**src/rtl/alu_issue_ctrl.sv**
```systemverilog
// ============================================================================
// Module   : alu_issue_ctrl
// Brief    : Multicycle issue controller for the ALU: reads both operands,
//            drives the ALU, owns the C/Z flags and does conditional writeback.
//            Optional early condition skip: ALU_CTRL_EARLY_SKIP_EN.
// Revision : 1.0 - initial release
// ============================================================================
`default_nettype none

module alu_issue_ctrl #(
  parameter int DW = 16,
  parameter int AW = 3
) (
  input  logic          clk,
  input  logic          reset,
  input  logic          instr_valid,
  output logic          instr_ready,
  input  logic [3:0]    opcode,
  input  logic [1:0]    cond,
  input  logic [AW-1:0] ra,
  input  logic [AW-1:0] rb,
  input  logic [AW-1:0] rc,
  input  logic [5:0]    imm6,
  output logic [AW-1:0] rf_raddr,
  input  logic [DW-1:0] rf_rdata,
  output logic          rf_we,
  output logic [AW-1:0] rf_waddr,
  output logic [DW-1:0] rf_wdata,
  output logic [DW-1:0] alu_in1,
  output logic [DW-1:0] alu_in2,
  output logic          alu_op,
  input  logic [DW-1:0] alu_out,
  input  logic          alu_carry,
  output logic          carry_flag,
  output logic          zero_flag,
  output logic          done,
  output logic          illegal
);

  localparam logic [3:0] OP_ADD = 4'b0000;
  localparam logic [3:0] OP_ADI = 4'b0001;
  localparam logic [3:0] OP_NDU = 4'b0010;

  typedef enum logic [2:0] {
    S_IDLE = 3'd0,
    S_RDA  = 3'd1,
    S_RDB  = 3'd2,
    S_EXEC = 3'd3,
    S_WB   = 3'd4
  } state_t;

  state_t r_state, w_next;

  logic [3:0]    r_op;
  logic [1:0]    r_cond;
  logic [AW-1:0] r_ra, r_rb, r_rc;
  logic [5:0]    r_imm;
  logic [DW-1:0] r_opa;
  logic [DW-1:0] r_res;
  logic          r_cout;
  logic          r_pass;
  logic          r_illegal;
  logic          r_c, r_z;

  logic          w_legal_in;
  logic          w_pass_in;
  logic          w_pass_exec;
  logic          w_accept;
  logic [DW-1:0] w_sext;

  // ADI ignores cond and always writes back.
  function automatic logic f_cond_ok(input logic [3:0] op, input logic [1:0] cd,
                                     input logic c, input logic z);
    logic ok;
    ok = 1'b0;
    if (op == OP_ADI) ok = 1'b1;
    else begin
      case (cd)
        2'b00:   ok = 1'b1;
        2'b01:   ok = c;
        2'b10:   ok = z;
        default: ok = 1'b0;
      endcase
    end
    return ok;
  endfunction

  assign w_legal_in  = (opcode == OP_ADD) || (opcode == OP_ADI) || (opcode == OP_NDU);
  assign w_pass_in   = f_cond_ok(opcode, cond, r_c, r_z);
  assign w_pass_exec = f_cond_ok(r_op, r_cond, r_c, r_z);
  assign w_accept    = (r_state == S_IDLE) && instr_valid;
  assign w_sext      = {{(DW-6){r_imm[5]}}, r_imm};

  assign carry_flag  = r_c;
  assign zero_flag   = r_z;

  always_ff @(posedge clk or posedge reset) begin
    if (reset) r_state <= S_IDLE;
    else       r_state <= w_next;
  end

  always_comb begin
    w_next      = r_state;
    instr_ready = 1'b0;
    rf_raddr    = '0;
    rf_we       = 1'b0;
    rf_waddr    = '0;
    rf_wdata    = '0;
    alu_in1     = '0;
    alu_in2     = '0;
    alu_op      = 1'b0;
    done        = 1'b0;
    illegal     = 1'b0;
    case (r_state)
      S_IDLE: begin
        instr_ready = 1'b1;
        if (instr_valid) begin
          if (!w_legal_in) w_next = S_WB;
`ifdef ALU_CTRL_EARLY_SKIP_EN
          else if (!w_pass_in) w_next = S_WB;
`endif
          else w_next = S_RDA;
        end
      end
      S_RDA: begin
        rf_raddr = r_ra;
        w_next   = S_RDB;
      end
      S_RDB: begin
        rf_raddr = r_rb;
        w_next   = S_EXEC;
      end
      S_EXEC: begin
        alu_in1 = r_opa;
        alu_in2 = (r_op == OP_ADI) ? w_sext : rf_rdata;
        alu_op  = (r_op == OP_NDU);
        w_next  = S_WB;
      end
      S_WB: begin
        rf_we    = r_pass;
        rf_waddr = (r_op == OP_ADI) ? r_rb : r_rc;
        rf_wdata = r_res;
        done     = 1'b1;
        illegal  = r_illegal;
        w_next   = S_IDLE;
      end
      default: w_next = S_IDLE;
    endcase
  end

  always_ff @(posedge clk or posedge reset) begin
    if (reset) begin
      r_op      <= '0;
      r_cond    <= '0;
      r_ra      <= '0;
      r_rb      <= '0;
      r_rc      <= '0;
      r_imm     <= '0;
      r_opa     <= '0;
      r_res     <= '0;
      r_cout    <= 1'b0;
      r_pass    <= 1'b0;
      r_illegal <= 1'b0;
      r_c       <= 1'b0;
      r_z       <= 1'b0;
    end else begin
      if (w_accept) begin
        r_op      <= opcode;
        r_cond    <= cond;
        r_ra      <= ra;
        r_rb      <= rb;
        r_rc      <= rc;
        r_imm     <= imm6;
        r_pass    <= 1'b0;
        r_illegal <= !w_legal_in;
      end
      if (r_state == S_RDB) r_opa <= rf_rdata;
      if (r_state == S_EXEC) begin
        r_res  <= alu_out;
        r_cout <= alu_carry;
        r_pass <= w_pass_exec;
      end
      // NAND-class only touches Z; carry survives.
      if (r_state == S_WB && r_pass) begin
        r_z <= (r_res == '0);
        if (r_op != OP_NDU) r_c <= r_cout;
      end
    end
  end

endmodule

`default_nettype wire

```
**config.mk**
```make
export PLATFORM = sky130hd
export DESIGN_NAME = alu_issue_ctrl
export DESIGN_NICKNAME = d
export VERILOG_FILES = /design/src/rtl/alu_issue_ctrl.sv
export SDC_FILE = /design/constraint.sdc
export NUM_CORES = 1
export LEC_CHECK = 0
export ABC_AREA = 1
export BUFFER_PORTS_ARGS = -buffer_cell sky130_fd_sc_hd__buf_2
export CAP_MARGIN = 10
export CORE_AREA = 5 5 85 103
export DETAILED_ROUTE_END_ITERATION = 10
export DIE_AREA = 0 0 90 108
export GPL_TIMING_DRIVEN = 0
export PLACE_DENSITY = 0.67
export RECOVER_POWER = 25
export SYNTH_ARGS = -nofsm -noshare
export SYNTH_HDL_FRONTEND = slang
export SYNTH_SLANG_ARGS = --single-unit
```
**constraint.sdc**
```tcl
create_clock -name clk -period 3 [get_ports clk]
set_input_delay 0.45 -clock clk [delete_from_list [all_inputs] [get_ports clk]]
set_output_delay 0.45 -clock clk [all_outputs]
set_load 0.01 [all_outputs]
```
* Yosys cells after proc, flatten, opt, wreduce, memory -nomap -nowiden
Index checks and enable logic that the tools add are counted.
** Storage, ports and cells
- Bits in registers :: 61
- Logic and storage cells :: 56
** Cells by class
- Equality and inequality tests :: 12
- Reduce and logical (&&, ||, !) cells :: 11
- Muxes and demuxes :: 19
** Operators with widths (number)
- $mux 16 :: 4
- $logic_not 16->1 :: 1
- $mux 3 :: 4
- $pmux 3 s4 :: 1
- $eq 4x1->1 const B :: 2
- $eq 4x2->1 const B :: 2
- $mux 1 :: 8
- $eq 3x2->1 const B :: 2
- $pmux 3 s2 :: 1
- $logic_not 4->1 :: 1
- $ne 4x2->1 const B :: 1
- $eq 3x1->1 const B :: 1
- $eq 3x3->1 const B :: 1
- $logic_not 3->1 :: 1
- $pmux 1 s3 :: 1
- $eq 2x1->1 const B :: 1
- $eq 2x2->1 const B :: 1
- $logic_and 1x1->1 :: 2
- $logic_not 2->1 :: 1
- $logic_or 1x1->1 :: 2
- $ne 2x2->1 const B :: 1
- $reduce_and 2->1 :: 1
- $reduce_bool 2->1 :: 1
- $logic_not 1->1 :: 1

* Logic depth before layout (Yosys ltp)
Gate-level depths: netlist of run 1.
- Depth after elaboration :: 6
- Mapped depth :: 7

* Least setup slack after synthesis of run 1
Ideal clock, no wire load.
- Path type :: reg-to-output
- From :: reg r_state[1]
- To :: out rf_waddr[0]
- Stages on the path, launching flop included :: 7
- Slack :: 1.453 ns
- Data required time :: 2.550 ns
- Arrival time :: 1.097 ns
- Path through :: dfrtp_1 -> nor2_1 -> nand2_1 -> buf_2 -> inv_2 -> o21ai_0 -> nor2_1
** On the way
- Cells in the longest elaborated chain, start to end :: 2
** Ends and longest elaborated chain
- start, declared :: line 52 : state_t r_state, w_next;
- start signal, assigned :: line 99 : else r_state <= w_next;
- $eq 3x3->1 :: line 114 : case (r_state)
- $mux 3 :: line 114
- end, declared :: line 27 : output logic [AW-1:0] rf_waddr,
Every way passes these cells.

* Final worst setup path of run 1
- From :: reg r_op[3]
- To :: out alu_in2[3]
** On the way
- Cells in the longest elaborated chain, start to end :: 3
** Ends and longest elaborated chain
- start, declared :: line 54 : logic [3:0] r_op;
- start signal, assigned :: line 168 : r_op <= opcode;
- $eq 4x1->1 :: line 135 : alu_in2 = (r_op == OP_ADI) ? w_sext : rf_rdata;
- $mux 16 :: line 135
- $mux 16 :: line 114
- end, declared :: line 30 : output logic [DW-1:0] alu_in2,
Every way passes these cells.

==> metrics.cfg, run 1 <==
[power_and_ir_drop]
power_switching_uw=1400
powerDensity_mw_per_mm2=931
p_leak_uw=0.00229
combinationalPowerShare=0.385
power.internal_uw=2240
sw_frac_of_total=0.385
vdd_drop_max_mv=0.326
p_clk_frac=0.227
p_seq_frac=0.387

[yosys]
yosys_warnings=0
ys_types=19
synthArstFlopShare=1.00
syn_area_per_cell_sq_um=7.51
synth_area_leader_cell=dfrtp_1
synth_common_cells=nand2_1 (89), nor2_1 (81), dfrtp_1 (61), inv_1 (48), a21oi_1 (29)
synth_edf_count=0
synth_top_area_frac=0.512
syn_inst=397
ys_ff_latch=61
ys_seq_area_frac=0.512
yosysMostFrequentCell=nand2_1
synthesis.nets=454
synth_top_cells_by_area=dfrtp_1 (51%), nand2_1 (11%), nor2_1 (10%), inv_1 (6.0%), a21oi_1 (4.9%)
yosys_most_used_dff=dfrtp_1
synth_area_sq_mm=0.00298

[placement]
place_congestion=0.813
port_buffers=117
dp_hpwl_microns=6500

[run]
maxCapViolations=0

[die]
die_w_microns=90
die_h_microns=108
io_pins=118
die_area_sq_mm=0.00972
initial_core_util=0.393
core-area_sq_mm=0.00758
rows=35

[timing]
hold_viol=0
slew-limit-headroom=0.382
tightest_slew_ns=0.927
fin_crit_ns=2.21
setup_viol=0
fin_hold_ws_ns=0.299
finalCritPeriodShare=0.736
slew_viol_final=0
rsz0062_at_grt=no
max_freq_ghz=0.453
setup_tns_ns=0
skew_ns=0.00828

[routing]
dr_total_vias=2959
viasPerCell=4.75
ant_nets=0
drc=0
drtIter0Drc=114
firstDrtPassIters=5
drt-wirelength-per-cell_microns=13.5
routed_wl_microns=8380

[cts]
cts_max_path_buffers=2
cts_tree=done
numClockSinks=61
cts_hold_buf=0
root_buffer=clkbuf_8
postCtsSetupRepairBufs=0
clock_latency_ns=0.34
htreeDepth=3
cts_buffers=9
post_cts_resized=0
clk_pin_slew_ns=0.07

[worst_hold_path]
hp-class=in -> async

[setup_path]
start_kind=flip-flop
crit_chain=nor2_1 > nand2_1 > clkbuf_1 > o21ai_0 > nor2_1 > buf_2
cp_max_fo=10
end_kind=output port
slowest_stage=dfrtp_1
cp_common_cell=nor2_1
critPathTopFamily=flip-flops
worstSetupPathType=reg -> out
slowest_delay_ns=0.38
cp.required_ns=2.55
worstPathArrival_ns=1.76
critPathBufInv=2

[grt]
grt_pass1_vias=2949
antenna_found_initial=0
grt_pass1_wl_microns=13900
track_usage=0.177
gr-total-overflow=0
grt_max_degree=38

[layout]
diodes=0
fillers=797
areaGrowthSynthToFinish_pct=31.2
fin_nets=583
drive_above_1_share=0.296

[outcome]
status=completed

==> sequential cells by signal, summed over array words and instances (netlist names) <==
name / count
r_rc: 3
zero_flag: 1
r_ra: 3
r_cout: 1
r_state: 3
r_cond: 2
r_res: 16
r_illegal: 1
r_op: 4
r_pass: 1
r_imm: 6
r_rb: 3
carry_flag: 1
r_opa: 16
==> cell usage in the layout, fill, tap and decap left out <==
master,instances
buf_2,127
nand2_1,89
nor2_1,81
dfrtp_1,61
inv_1,48
a21oi_1,29
nand3_1,27
o21ai_0,18
clkbuf_8,11
o21ai_1,10
clkbuf_1,6
inv_2,4
buf_6,4
o22ai_1,3
nand3_2,2
buf_4,2
bufinv_16,2
clkinv_2,2
nor2_4,1
nand2_2,1
o21bai_1,1
a21boi_0,1
clkbuf_2,1
==> power by group through the flow <==
stage / sequential (uW) / combinational (uW) / clock [uW]
global route: 1460 / 1610 / 891
floorplan: 1380 / 992 / 0
detailed placement: 1420 / 1420 / 0
global placement: 1410 / 1380 / 0
finish: 1410 / 1400 / 827
CTS: 1410 / 1430 / 841
==> per-layer routing <==
layer	GRT usage	vias to the layer above	wire [microns]
met2	0.293	80	4180
met1	0.223	1389	3590
met3	0.0424	11	463
met4	0.0713	0	152
met5	0	-	0
li1	-	1479	-
==> final timing paths <==
kind | slack, ns | cells past startpoint | startpoint | endpoint
max | 0.79 | 6 | r_op[3] | alu_in2[3]
min | 0.30 | 2 | reset | r_res[14]
max reg2reg | 1.64 | 6 | r_state[0] | r_imm[2]
min reg2reg | 0.47 | 2 | r_cond[1] | r_cond[1]
max in group asynchronous | 1.27 | 3 | reset | r_imm[5]
min in group clk | 0.32 | 3 | alu_out[14] | r_res[14]
==> logic make-up (layout without fill, tap and decap cells) <==
group,after synthesis,after routing,share of synthesized area
flip-flops,61,61,0.512
AO/OA/AOI/OAI,62,62,0.107
buffers and inverters,73,207,0.109
AND/OR/NAND/NOR,201,201,0.272
==> metrics by stage <==
stage                     std cells  power [uW]  instance area [sq um]   util  setup WS, ns
after floorplan                 397        2370                   2980      -          1.04
after global placement          606        2790                   3680  0.486         0.295
after detailed placement        607        2840                   3700  0.489          1.14
after CTS                       623        3680                   3930  0.518         0.766
after global routing            623        3960                   3910  0.516         0.620
final                           623        3640                   3910  0.516         0.792
==> area by class of cell <==
| type | count | area, sq um | area share |
|---|---|---|---|
| inverter | 52 | 195 | 0.0499 |
| clock buffer | 12 | 155 | 0.0397 |
| tap | 92 | 115 | 0.0294 |
| timing repair buffer | 118 | 591 | 0.151 |
| clock inverter | 4 | 70.1 | 0.0179 |
| sequential | 61 | 1530 | 0.390 |
| buffer | 21 | 129 | 0.0329 |
| multi-input combinational | 263 | 1130 | 0.289 |
Note: power is estimated with default switching activity, not from simulation.
==> run 2, diff against run 1 <==
PLACE_DENSITY = 0.69   (was 0.67)
clock period = 1.8 ns   (was 3 ns; I/O delays follow)
==> run 2 against run 1 <==
- the run now ends with setup timing left
- first-iteration DRC count up 7.9%
- count of clock-buffer cells in the layout is 2 lower
- wire length rose by 6.7%
- utilization is 6.0 points higher
- flip-flop and latch count unchanged
- register-to-register slack worse by 1.2 ns
- non-clock buffer count up 16
- critical endpoint is now rf_raddr[1]
- die area unchanged
==> metrics.cfg, run 2 (synthesis gave the netlist of run 1 again) <==
[outcome]
status=finished, violations left
violations=setup timing

[routing]
drc=0
firstDrtPassIters=4
ant_nets=0
drtIter0Drc=123
routed_wl_microns=8940
viasPerCell=4.77
drt-wirelength-per-cell_microns=14.0
dr_total_vias=3047

[layout]
areaGrowthSynthToFinish_pct=46.4
top_regs=r_opa x16, r_res x16, r_imm x6
utilization=0.576
fin_cells=639
final_common_cell=buf_2
diodes=0
fin_nets=599
layout_common_cells=buf_2 (121), nand2_1 (87), nor2_1 (62)
fin_area_sq_mm=0.00436
drive_above_1_share=0.399
fillers=687

[timing]
skew_ns=0.0122
setup_tns_ns=-0.00699
setup_slack_ns=-0.00699
hold_viol=0
finalCritPeriodShare=1.00
slew_viol_final=0
slew-limit-headroom=0.295
tightest_slew_ns=1.06
setup_viol=1
rsz0062_at_grt=yes
max_freq_ghz=0.553
fin_crit_ns=1.81
fin_hold_ws_ns=0.132

[worst_hold_path]
hp-class=in -> reg
worstHoldStart=alu_out[14]

[power_and_ir_drop]
power_switching_uw=2720
p_leak_uw=0.00244
p_clk_frac=0.217
sw_frac_of_total=0.390
powerDensity_mw_per_mm2=1600
p_seq_frac=0.352
vdd_drop_max_mv=0.746
combinationalPowerShare=0.431
power.internal_uw=4260

[grt]
antenna_found_initial=0
grt_pass1_vias=3046
gr-total-overflow=0
grt_max_degree=36
grt_pass1_wl_microns=14200
track_usage=0.180

[die]
initial_core_util=0.393
die_h_microns=108
io_pins=118
die_area_sq_mm=0.00972
core-area_sq_mm=0.00758
die_w_microns=90
rows=35

[setup_path]
worstSetupPathType=reg -> out
startpoint=r_state[2]
cp.required_ns=1.53
cp_max_fo=6
end_kind=output port
critPathTopFamily=buffers and inverters
crit_chain=inv_2 > buf_12 > nand3_4 > buf_8 > o22ai_1 > buf_2
r2r_start=r_state[2]
critPathBufInv=4
start_kind=flip-flop
slowest_delay_ns=0.40
worstPathArrival_ns=1.54
slowest_stage=dfrtp_1

[placement]
dp.cells=607
place_congestion=0.834
dp_hpwl_microns=6540
place_area_sq_mm=0.00370
port_buffers=117

[cts]
clk_pin_slew_ns=0.08
cts_buffers=9
numClockSinks=61
root_buffer=clkbuf_8
clock_latency_ns=0.34
cts_hold_buf=0
htreeDepth=3
cts_tree=done
cts_max_path_buffers=2

[run]
maxCapViolations=0

## run 2: what timing repair did
item,CTS,global route
gates resized for setup,30,64
cloned,0,1
endpoints found under the hold margin,0,0
endpoints found under the setup margin,33,52
setup buffers,6,9
pin swaps,3,5
## run 2: through the flow
| stage | setup slack, ns | total power, uW |
|---|---|---|
| 2_1_floorplan | 0.0170 | 3950 |
| 3_3_place_gp | -0.740 | 4650 |
| 3_5_place_dp | 0.160 | 4760 |
| 4_1_cts | -0.0225 | 6490 |
| 5_1_grt | -0.0594 | 7500 |
| 6_report | -0.00699 | 6980 |
## run 2: metal layers
layer / up-vias / wire [microns] / track usage
li1: 1517 / - / -
met1: 1442 / 3830 / 0.221
met2: 83 / 4590 / 0.309
met3: 5 / 454 / 0.0459
met4: 0 / 65 / 0.0585
met5: - / 0 / 0
## run 2: worst reg2reg max path: stages, from the launching register on
cell	delay [ns]
dfrtp_1	0.40
inv_2	0.12
nand3_4	0.11
inv_4	0.08
buf_8	0.13
buf_4	0.15
buf_6	0.13
nand2_1	0.05
o21ai_1	0.08
## run 2: cell type report
class / instances / area (sq um) / area share
buffer: 21 / 208 / 0.0476
tap: 92 / 115 / 0.0264
inverter: 52 / 203 / 0.0464
sequential: 61 / 1530 / 0.350
clock inverter: 6 / 110 / 0.0252
timing repair buffer: 134 / 757 / 0.173
clock buffer: 10 / 138 / 0.0315
multi-input combinational: 263 / 1310 / 0.299
## run 2: final timing paths
path / endpoint / slack (ns) / cells after the start
worst max-delay path: rf_raddr[1] / -0.007 / 6
worst min-delay path: r_res[14] / 0.13 / 3
worst max register to register: r_res[10] / 0.45 / 8
worst min register to register: r_ra[1] / 0.48 / 2
max in group asynchronous: r_res[0] / 0.48 / 3
min in group asynchronous: r_pass / 0.18 / 2
## run 2: power by group through the flow
stage	Combinational [uW]	Sequential, uW	Clock (uW)
6_report	3010	2460	1520
2_1_floorplan	1650	2300	0
5_1_grt	3370	2530	1600
3_5_place_dp	2350	2400	0
3_3_place_gp	2270	2370	0
4_1_cts	2550	2390	1540
==> run 3, diff against run 2 <==
BUFFER_PORTS_ARGS = not set   (was -buffer_cell sky130_fd_sc_hd__buf_2)
DONT_BUFFER_PORTS = 1   (was not set)
HOLD_SLACK_MARGIN = 0.06   (was not set)
MAX_ROUTING_LAYER = met4   (was not set)
PLACE_DENSITY = not set   (was 0.69)
==> run 3 against run 2 <==
- the flow now finishes without violations
- critical endpoint is now rf_wdata[5]
- sequential share of layout area rose by 7.1 points
- register-to-register slack got worse by 0.02 ns
- wire length fell by 8.9%
- via count down 13%
- sequential power down 3%
- clock skew is 0.0052 ns lower
- flip-flop and latch count did not move
- combinational power is 20% lower
- first-iteration DRC count rose by 19%
- utilization fell by 9.8 points
- die area did not move
- design area fell by 17%
==> metrics.cfg, run 3 (synthesis gave the netlist of run 1 again) <==
[outcome]
status=completed

[timing]
fin_crit_ns=1.76
setup_viol=0
finalCritPeriodShare=0.977
hold_viol=0
rsz0062_at_grt=yes
slew-limit-headroom=0.325
setup_tns_ns=0
skew_ns=0.00694
tightest_slew_ns=1.01
max_freq_ghz=0.569
slew_viol_final=0
fin_hold_ws_ns=0.0707

[worst_hold_path]
holdPathEnd=r_res[13]
worstHoldStart=alu_out[13]
hp-class=in -> reg
whs_path_depth=2

[setup_path]
start_kind=flip-flop
r2r_end=r_ra[1]
end_kind=output port
worstSetupPathType=reg -> out
cp.required_ns=1.53
worstPathArrival_ns=1.49
cp_max_fo=10
r2r_start=r_state[1]
reg2reg_setup_slack_ns=0.43
r2r_cells=7

[routing]
drtIter0Drc=146
dr_total_vias=2644
ant_nets=0
drt-wirelength-per-cell_microns=15.6
routed_wl_microns=8150
firstDrtPassIters=4
viasPerCell=5.05
drc=0

[die]
die_h_microns=108
core-area_sq_mm=0.00758
initial_core_util=0.393
die_area_sq_mm=0.00972
rows=35
io_pins=118
die_w_microns=90

[cts]
clock_latency_ns=0.33
cts_buffers=9
root_buffer=clkbuf_8
clk_pin_slew_ns=0.07
numClockSinks=61
cts_tree=done
cts_max_path_buffers=2
htreeDepth=3

[placement]
place_congestion=0.769
port_buffers=0
dp_hpwl_microns=6000

[power_and_ir_drop]
combinationalPowerShare=0.412
sw_frac_of_total=0.411
p_clk_frac=0.181
power_switching_uw=2400
power.internal_uw=3440
vdd_drop_max_mv=0.694
p_leak_uw=0.00182
powerDensity_mw_per_mm2=1610
p_seq_frac=0.407

[grt]
antenna_found_initial=0
gr-total-overflow=0
grt_max_degree=36
grt_pass1_vias=2692
grt_pass1_wl_microns=13200
track_usage=0.174

[run]
maxCapViolations=0

[layout]
areaGrowthSynthToFinish_pct=21.6
final_common_cell=nand2_1
layout_common_cells=nand2_1 (88), nor2_1 (63), dfrtp_1 (60)
top_regs=r_opa x16, r_res x16, r_imm x6
diodes=0
fin_nets=486
fillers=792
drive_above_1_share=0.199

==> run 3: repair_timing <==
item | 4_1_cts | 5_1_grt
pin swaps | 3 | 3
resized for setup | 36 | 26
hold buffers | 12 | 0
setup endpoints to repair | 33 | 41
buffers inserted | 8 | 0
endpoints found under the hold margin | 37 | 0
==> run 3: power groups by stage <==
stage	sequential (uW)	combinational (uW)	clock, uW
after global placement	2360	2050	0
after detailed placement	2380	2090	0
after CTS	2360	2360	1100
after floorplan	2300	1650	0
final	2380	2410	1050
after global routing	2460	2740	1150
==> run 3: final cells by class <==
type	count	area (sq um)	area share
Buffer	21	158	0.0435
Clock buffer	12	155	0.0428
Clock inverter	2	10.0	0.00276
Inverter	52	200	0.0552
Multi-Input combinational cell	263	1270	0.349
Sequential cell	61	1530	0.422
Tap cell	92	115	0.0318
Timing Repair Buffer	21	191	0.0528
==> run 3: per-layer routing <==
layer  GRT usage  vias to the layer above  part of all wire
li1            -                     1284                 -
met1       0.216                     1260              0.44
met2       0.268                       85              0.47
met3      0.0529                       15             0.061
met4      0.0681                        0             0.024
met5           -                        -                 0
==> run 3: worst max path at each step <==
stage	startpoint	endpoint	slack, ns
floorplan	reset	carry_flag	0.02
global placement	reset	r_ra[2]	-0.70
detailed placement	r_op[0]	alu_in2[15]	0.16
CTS	r_state[1]	rf_wdata[11]	0.004
global route	r_op[0]	rf_waddr[0]	-0.05
finish	r_state[0]	rf_wdata[5]	0.04
==> run 3: metrics by stage <==
stage | area, sq um | setup WS (ns) | util | std cells | total power [uW]
finish | 3620 | 0.0413 | 0.478 | 524 | 5840
global placement | 3100 | -0.699 | 0.409 | 489 | 4400
floorplan | 2980 | 0.0170 | - | 397 | 3950
global route | 3620 | -0.0473 | 0.478 | 524 | 6350
CTS | 3580 | 0.00409 | 0.472 | 524 | 5810
detailed placement | 3120 | 0.156 | 0.411 | 490 | 4470
==> run 3: worst max-delay path: stages (launching register included) <==
cell and delay, ns:
dfrtp_1 0.41, nor2_2 0.16, nand2_2 0.07, buf_6 0.13, buf_4 0.17, nor2_1 0.22
